--- src/rtl/key_conditioner.sv ---
// Push-button conditioner: per-key synchronizer, debounce FSM, clean level and
// single-cycle press/release pulses for the active-low Run/Continue board keys.
module key_conditioner #(
  parameter int N_KEYS          = 2,
  parameter int SYNC_STAGES     = 2,
  parameter int DEBOUNCE_CYCLES = 500000
) (
  input  logic                  Clk,
  input  logic                  Reset,
  input  logic [N_KEYS-1:0]     key_n_in,
  output logic [N_KEYS-1:0]     key_level,
  output logic [N_KEYS-1:0]     key_press,
  output logic [N_KEYS-1:0]     key_release,
  output logic [N_KEYS-1:0]     key_n_out,
  output logic [2*N_KEYS-1:0]   key_state_dbg
);

  localparam int CNT_W = $clog2(DEBOUNCE_CYCLES + 1);
  localparam logic [CNT_W-1:0] CNT_MAX = CNT_W'(DEBOUNCE_CYCLES);
  localparam logic [CNT_W-1:0] CNT_ONE = CNT_W'(1);

  typedef enum logic [1:0] {
    ST_UP        = 2'd0,
    ST_WAIT_DOWN = 2'd1,
    ST_DOWN      = 2'd2,
    ST_WAIT_UP   = 2'd3
  } state_e;

  logic [N_KEYS-1:0][SYNC_STAGES-1:0] sync_q;
  logic [N_KEYS-1:0]                  key_pressed;

  state_e           state_q   [N_KEYS];
  state_e           state_d   [N_KEYS];
  logic [CNT_W-1:0] cnt_q     [N_KEYS];
  logic [CNT_W-1:0] cnt_d     [N_KEYS];
  logic [N_KEYS-1:0] level_q, level_d;
  logic [N_KEYS-1:0] press_q, press_d;
  logic [N_KEYS-1:0] release_q, release_d;

  // Synchronizers reset to "released" so a key held through reset is seen as a fresh press.
  always_ff @(posedge Clk or negedge Reset) begin
    if (!Reset) begin
      sync_q <= '1;
    end else begin
      for (int i = 0; i < N_KEYS; i++) begin
        sync_q[i] <= {sync_q[i][SYNC_STAGES-2:0], key_n_in[i]};
      end
    end
  end

  always_comb begin
    for (int i = 0; i < N_KEYS; i++) begin
      key_pressed[i] = ~sync_q[i][SYNC_STAGES-1];
    end
  end

  // State register: FSM state, stability counter and the registered outputs.
  always_ff @(posedge Clk or negedge Reset) begin
    if (!Reset) begin
      for (int i = 0; i < N_KEYS; i++) begin
        state_q[i] <= ST_UP;
        cnt_q[i]   <= '0;
      end
      level_q   <= '0;
      press_q   <= '0;
      release_q <= '0;
    end else begin
      for (int i = 0; i < N_KEYS; i++) begin
        state_q[i] <= state_d[i];
        cnt_q[i]   <= cnt_d[i];
      end
      level_q   <= level_d;
      press_q   <= press_d;
      release_q <= release_d;
    end
  end

  // Next-state logic; a change is accepted only after DEBOUNCE_CYCLES+1 stable samples.
  always_comb begin
    level_d   = level_q;
    press_d   = '0;
    release_d = '0;
    for (int i = 0; i < N_KEYS; i++) begin
      state_d[i] = state_q[i];
      cnt_d[i]   = cnt_q[i];
      case (state_q[i])
        ST_UP: begin
          if (key_pressed[i]) begin
            state_d[i] = ST_WAIT_DOWN;
            cnt_d[i]   = CNT_ONE;
          end else begin
            cnt_d[i] = '0;
          end
        end
        ST_WAIT_DOWN: begin
          if (!key_pressed[i]) begin
            state_d[i] = ST_UP;
            cnt_d[i]   = '0;
          end else if (cnt_q[i] >= CNT_MAX) begin
            state_d[i] = ST_DOWN;
            cnt_d[i]   = '0;
            level_d[i] = 1'b1;
            press_d[i] = 1'b1;
          end else begin
            cnt_d[i] = cnt_q[i] + CNT_ONE;
          end
        end
        ST_DOWN: begin
          if (!key_pressed[i]) begin
            state_d[i] = ST_WAIT_UP;
            cnt_d[i]   = CNT_ONE;
          end else begin
            cnt_d[i] = '0;
          end
        end
        ST_WAIT_UP: begin
          if (key_pressed[i]) begin
            state_d[i] = ST_DOWN;
            cnt_d[i]   = '0;
          end else if (cnt_q[i] >= CNT_MAX) begin
            state_d[i]   = ST_UP;
            cnt_d[i]     = '0;
            level_d[i]   = 1'b0;
            release_d[i] = 1'b1;
          end else begin
            cnt_d[i] = cnt_q[i] + CNT_ONE;
          end
        end
        default: begin
          state_d[i] = ST_UP;
          cnt_d[i]   = '0;
          level_d[i] = 1'b0;
        end
      endcase
    end
  end

  always_comb begin
    key_level   = level_q;
    key_press   = press_q;
    key_release = release_q;
    key_n_out   = ~level_q;
    for (int i = 0; i < N_KEYS; i++) begin
      key_state_dbg[2*i +: 2] = state_q[i];
    end
  end

endmodule

--- config.mk ---
export PLATFORM = sky130hd
export DESIGN_NAME = key_conditioner
export DESIGN_NICKNAME = d
export VERILOG_FILES = /design/src/rtl/key_conditioner.sv
export SDC_FILE = /design/constraint.sdc
export NUM_CORES = 1
export LEC_CHECK = 0
export BUFFER_PORTS_ARGS = -buffer_cell sky130_fd_sc_hd__clkbuf_2
export CAP_MARGIN = 20
export CORE_UTILIZATION = 59
export DETAILED_ROUTE_END_ITERATION = 8
export HOLD_SLACK_MARGIN = 0.06
export PLACE_DENSITY = 0.78
export RECOVER_POWER = 25
export SYNTH_ARGS = -nofsm -noshare
export SYNTH_HDL_FRONTEND = slang
export SYNTH_SLANG_ARGS = --single-unit
--- constraint.sdc ---
create_clock -name Clk -period 2.3 [get_ports Clk]
set_input_delay 0.115 -clock Clk [delete_from_list [all_inputs] [get_ports Clk]]
set_output_delay 0.115 -clock Clk [all_outputs]
set_load 0.01 [all_outputs]
==> results of run 1 <==
[per-stage QoR]
step	total power, mW	std cells
finish	1.522	318
CTS	1.539	318
detailed placement	1.012	307
floorplan	0.9804	243
global route	1.581	318
global placement	1.009	307
[where the power goes]
part	switching, mW	leakage [nW]	total (mW)	internal (mW)
Clock	0.281	0.0455	0.527	0.246
Sequential	0.0106	0.704	0.937	0.926
Combinational	0.0414	0.315	0.0586	0.0172
[path summary, 6_finish.rpt]
path	from	endpoint	slack, ns	cells after the start
max	cnt_q[5]	cnt_q[12]	0.26	4
min	sync_q[2]	sync_q[3]	0.36	0
max reg2reg	cnt_q[5]	cnt_q[12]	0.26	4
min reg2reg	sync_q[2]	sync_q[3]	0.36	0
max in group asynchronous	Reset	cnt_q[28]	1.15	3
min in group asynchronous	Reset	cnt_q[7]	0.47	2
[metal layers]
layer  GRT usage  wire [µm]  vias up
li1            -          -      889
met1      0.3411       2304      858
met2      0.3460       1962       25
met3     0.05137        169        7
met4     0.08511         69        0
met5           0          0        -
[cell usage after synthesis (all sizes together), types with 2 or more instances]
library cell and n:
nor4 10, nor3 10, nand3 15, nor2 42, o21ai 5, a31oi 2, or3 4, o31ai 3
xnor2 22, buf 5, and3 3, nand2 9, a21oi 6, nand4 11, ha 4, and4 2
dfstp 4, or4 2, xor2 8, dfrtp 48, inv 15, o31a 2
[layout by cell type (no fill, tap or decap), types with 2 or more instances in the layout]
cell                            count
sky130_fd_sc_hd__dfrtp_1           48
sky130_fd_sc_hd__nor2_1            42
sky130_fd_sc_hd__xnor2_1           22
sky130_fd_sc_hd__inv_1             15
sky130_fd_sc_hd__nand3_1           14
sky130_fd_sc_hd__clkbuf_1          14
sky130_fd_sc_hd__nand4_1           11
sky130_fd_sc_hd__nor4_1            10
sky130_fd_sc_hd__nand2_1            9
sky130_fd_sc_hd__nor3_1             9
sky130_fd_sc_hd__xor2_1             8
sky130_fd_sc_hd__a21oi_1            6
sky130_fd_sc_hd__clkbuf_8           6
sky130_fd_sc_hd__buf_4              5
sky130_fd_sc_hd__o21ai_0            4
sky130_fd_sc_hd__or3_1              4
sky130_fd_sc_hd__ha_1               4
sky130_fd_sc_hd__dfstp_2            4
sky130_fd_sc_hd__o31ai_1            3
sky130_fd_sc_hd__and3_1             3
sky130_fd_sc_hd__dlygate4sd3_1      3
sky130_fd_sc_hd__clkbuf_2           3
sky130_fd_sc_hd__and4_1             2
sky130_fd_sc_hd__a31oi_1            2
[worst max-delay path, stage by stage, from the launching register on]
cell and delay [ns]:
sky130_fd_sc_hd__dfrtp_1 0.46, sky130_fd_sc_hd__o31ai_1 0.11, sky130_fd_sc_hd__a311oi_1 0.57, sky130_fd_sc_hd__or3b_1 0.63, sky130_fd_sc_hd__nor2_1 0.13
[flip-flops by register name, summed over array words and instances (netlist names), named ones only]
signal / count
cnt_q: 38
sync_q: 4
key_level: 2
key_press: 2
key_release: 2
key_state_dbg: 2
[timing repair]
item,in CTS,in global routing
hold endpoints to repair,33,0
buffers inserted,0,0
hold buffers,3,0
setup endpoints to repair,0,0
[kinds of logic (layout without fill, tap and decap cells)]
family	count (synthesis)	count (layout)
fa+ha+maj	4	4
xor+xnor	30	30
flops	52	52
compound gates	23	23
mux	1	1
simple gates	112	112
buf+inv	21	46
[final cells by class]
type                            instances  area, µm²
Fill cell                             332       1299
Tap cell                               50      62.56
Inverter                               15      56.30
Timing Repair Buffer                   23      127.6
Sequential cell                        52       1306
Multi-Input combinational cell        170       1059
Clock buffer                            8      90.09
==> run metrics, run 1 <==
number of antenna violations at the first check in global routing=0; final critical-path setup slack=0.2594 ns; number of detailed-route iterations in the first pass=4; cell area after placement=2596 µm²; cell type with the highest aggregate area in the netlist=sky130_fd_sc_hd__dfrtp_1; final setup violation count=0; nets=275; number of synthesized register bits=52; total congestion overflow=0; final worst path period share=0.8872; Starting Density=0.6146; number of buffers on the longest clock path=2; Fmax=490.1 MHz; DRC viols=0; xor and xnor area share after synthesis=0.1069; placed wire-length estimate after detailed placement=3191 µm; end-of-flow core utilization=0.6753; remaining antenna violation count after routing=0; post-route clock skew=0.004890 ns; Max-Cap Viols=0; min-delay worst type=flip-flop to flip-flop; Clock Sink Count=52; area added between synthesis and finish=9.873%; status=finished, final reports clean; Final Critical Period=2.041 ns; cells taking the most area after synthesis=sky130_fd_sc_hd__dfrtp_1 (49%), sky130_fd_sc_hd__xnor2_1 (7.8%), sky130_fd_sc_hd__nor2_1 (6.4%); Mapped Avg Cell Area=10.12 µm²; hold slack=0.3586 ns; vias in the first global route=1640; count of flip-flops with a built-in enable after synthesis=0; YS warnings=0; Post-Place Worst Slack=0.2765 ns; count of antenna diodes in the layout=0; total negative slack=0 ns; top-area cell type share of the netlist area=0.4885; Die Ht=66.56 µm; share of final-layout standard cells stronger than drive strength 1=0.09328; routability congestion estimate=0.8230; Critical Path Start Type=flip-flop; Via-to-Cell Ratio=5.594; Distinct cells, synth=40; critical path arrival=2.20 ns; async set or reset register ratio after synthesis=1.000; post-synthesis share of cell area spent on and, or, nand and nor gates=0.2361; worst-margin pin slew=0.9086 ns; number of buffer cells added on primary ports=15; endpoint kind of the worst setup timing path=flip-flop; CTS resizes=0; maximum vdd ir drop=0.0002761 V; Setup CP Type=flip-flop to flip-flop; data required time of the worst path=2.46 ns; floorplan die area=4430 µm²; post-synthesis net count=251; clock network latency to the later pin of the worst-skew pair=0.30 ns; Hold Violations, Final=0; Core Rows=23; post-layout instance area=2701 µm²; wire length of the first global-routing pass=7714 µm; number of instances in the synthesized netlist=243; clock transition at the register clock pins on the worst setup and hold paths after CTS=0.09 ns; floorplan die width=66.56 µm; CTS H-tree depth=2; io pins=16; standby leakage power=1.065 nW; adder-cell share of the synthesized area=0.02036; pwr/cell area=563.5 nW/µm²; number of buffers created by CTS=5; Detailed Route Iter0 Violations=150; Root Buffer=sky130_fd_sc_hd__clkbuf_8; CTS tree=done; max_slew headroom=0.3943; RSZ-0062 raised after global routing=false; synthesized area=2459 µm²; Synth Area in Compound Gates=0.06310; total routing resource utilization after global routing=0.2360; total wire length after detailed routing=4505 µm; count of pins over their slew limit=0; main flop type after synthesis=sky130_fd_sc_hd__dfrtp_1; sequential-to-total area share from yosys stat=0.5313; core region area=4000 µm²; multiplexer share of the synthesized area=0.004071; DR WL/cell=14.17 µm; pin count of the biggest net entering global routing=38; via count=1779; maximum net fanout on the critical path=18; largest family of logic cells by synthesized area=simple AND/OR/NAND/NOR gates
(Power assumes the default switching activity.)
==> run 2, diff against run 1 <==
--- a/config.mk
+++ b/config.mk
@@ -7,10 +7,9 @@
 export LEC_CHECK = 0
 export BUFFER_PORTS_ARGS = -buffer_cell sky130_fd_sc_hd__clkbuf_2
 export CAP_MARGIN = 20
-export CORE_UTILIZATION = 59
+export CORE_UTILIZATION = 25
 export DETAILED_ROUTE_END_ITERATION = 8
 export HOLD_SLACK_MARGIN = 0.06
-export PLACE_DENSITY = 0.78
 export RECOVER_POWER = 25
 export SYNTH_ARGS = -nofsm -noshare
 export SYNTH_HDL_FRONTEND = slang
==> run 2 against run 1 <==
Non-clock buffer count did not move. Register-to-register slack gained 0.18 ns. Clock skew increased by 0.0055 ns. Largest cell class unchanged. Largest power group unchanged.
==> run metrics, run 2 (synthesis gave the netlist of run 1 again) <==
CTS H-tree depth=2; post-route clock skew=0.01036 ns; nets=275; pin count of the biggest net entering global routing=27; share of final-layout standard cells stronger than drive strength 1=0.1348; capture point of the worst path=key_level[0]; total routing resource utilization after global routing=0.1006; number of detailed-route iterations in the first pass=4; number of buffers created by CTS=5; Via-to-Cell Ratio=4.449; most flop-heavy register=cnt_q; count of pins over their slew limit=0; area added between synthesis and finish=15.98%; via count=1762; flop2flop setup slack=0.44 ns; met1 capacity usage during global routing=0.1399; Final Critical Period=1.861 ns; critical path arrival=2.06 ns; max_slew headroom=0.09620; Final Power=1.716 mW; most used cells in the layout excluding fill and tap cells=sky130_fd_sc_hd__dfrtp_1 (48), sky130_fd_sc_hd__nor2_1 (42), sky130_fd_sc_hd__xnor2_1 (22); startpoint of the lowest-slack register-to-register path=cnt_q[33]; standby leakage power=1.115 nW; final setup violation count=0; floorplan die width=101.2 µm; total congestion overflow=0; Fmax=537.2 MHz; Starting Density=0.2623; maximum net fanout on the critical path=6; number of antenna violations at the first check in global routing=0; vias in the first global route=1717; floorplan die area=10240 µm²; DRC viols=0; remaining antenna violation count after routing=0; min-delay worst type=flip-flop to flip-flop; clock network latency to the later pin of the worst-skew pair=0.31 ns; core region area=9371 µm²; number of buffers on the longest clock path=2; Max-Cap Viols=0; Hold Violations, Final=0; data required time of the worst path=2.50 ns; final worst path period share=0.8093; DR WL/cell=11.47 µm; cell count after placement=386; Detailed Route Iter0 Violations=104; status=finished, final reports clean; clock transition at the register clock pins on the worst setup and hold paths after CTS=0.09 ns; wire length of the first global-routing pass=8128 µm; total negative slack=0 ns; Root Buffer=sky130_fd_sc_hd__clkbuf_8; Setup CP Type=flip-flop to flip-flop; count of antenna diodes in the layout=0; Critical Path Start Type=flip-flop; placed wire-length estimate after detailed placement=3248 µm; Clock Sink Count=52; met3 global-route usage=0.02484; grt met2 use=0.1549; r2r worst-path depth=4; endpoint kind of the worst setup timing path=flip-flop; worst-margin pin slew=1.356 ns; Core Rows=35; routability congestion estimate=0.7915; busiest layer in global routing=met2; cell area after placement=2695 µm²; Die Ht=101.2 µm; non-filler instance count after layout=396; registers with the most flip-flops=cnt_q (38), sync_q (4); Crit. Startpoint=cnt_q[33]; number of flip-flops in the largest register=38; post-layout instance area=2851 µm²; CTS tree=done; RSZ-0062 raised after global routing=false; pwr/cell area=602.0 nW/µm²; number of buffer cells added on primary ports=15; capturing point of the worst reg2reg path=key_level[0]; most common library cell in the layout ignoring fill and taps=sky130_fd_sc_hd__dfrtp_1; io pins=16; total wire length after detailed routing=4541 µm; maximum vdd ir drop=0.0002643 V
run 2: changes by cell type in the layout (fill, tap and decap cells not counted), sizes merged:
cell    delta
clkbuf     -3
bufinv     +2
run 2: per-layer routing:
metal  share of wire  vias up  wire length [µm]
met2            0.45       16              2035
met1            0.51      855              2330
met5               0        -                 0
met3           0.025        6               115
met4           0.013        0                59
li1                -      885                 -
run 2: how the worst min path moves through the flow:
stage / from / endpoint / slack [ns] / cells past startpoint
2_1_floorplan: Reset / async pin / -0.18 / 0
3_3_place_gp: Reset / async pin / 0.16 / 1
3_5_place_dp: Reset / async pin / 0.17 / 1
4_1_cts: Reset / async pin / 0.36 / 2
5_1_grt: sync_q[2] / sync_q[3] / 0.37 / 0
6_report: sync_q[0] / sync_q[1] / 0.36 / 0
run 2: worst max-delay path, stage by stage, from the launching register on:
cell                      delay [ns]
sky130_fd_sc_hd__dfrtp_1        0.45
sky130_fd_sc_hd__or4_4          0.57
sky130_fd_sc_hd__nor3_4         0.25
sky130_fd_sc_hd__nor3_1         0.09
sky130_fd_sc_hd__or3_1          0.38
run 2: where the power goes:
part,internal [mW],switching [mW],total (mW)
Combinational,0.0184,0.0406,0.0590
Clock,0.428,0.293,0.721
Sequential,0.926,0.0103,0.937
Total,1.37,0.344,1.72
run 2: cell type report:
type / instances / area [µm²]
Sequential cell: 52 / 1306
Multi-Input combinational cell: 170 / 1059
Timing Repair Buffer: 23 / 140.1
Inverter: 15 / 56.30
Fill cell: 1008 / 6520
Tap cell: 129 / 161.4
Clock inverter: 2 / 60.06
Clock buffer: 5 / 68.82
run 2: metrics by stage:
stage	worst slack, ns	utilization	hold WS, ns
after global placement	0.4671	0.2876	0.1604
after CTS	0.4286	0.3045	0.3612
final	0.4385	0.3043	0.3596
after global routing	0.3356	0.3043	0.3653
after floorplan	0.5277	-	-0.1806
after detailed placement	0.4462	0.2876	0.1674
run 2: repair_timing:
item                       4_1_cts  5_1_grt
buffers inserted                 0        0
setup endpoints to repair        0        0
hold endpoints to repair        23        0
hold buffers                     3        0
resized for setup                0        0
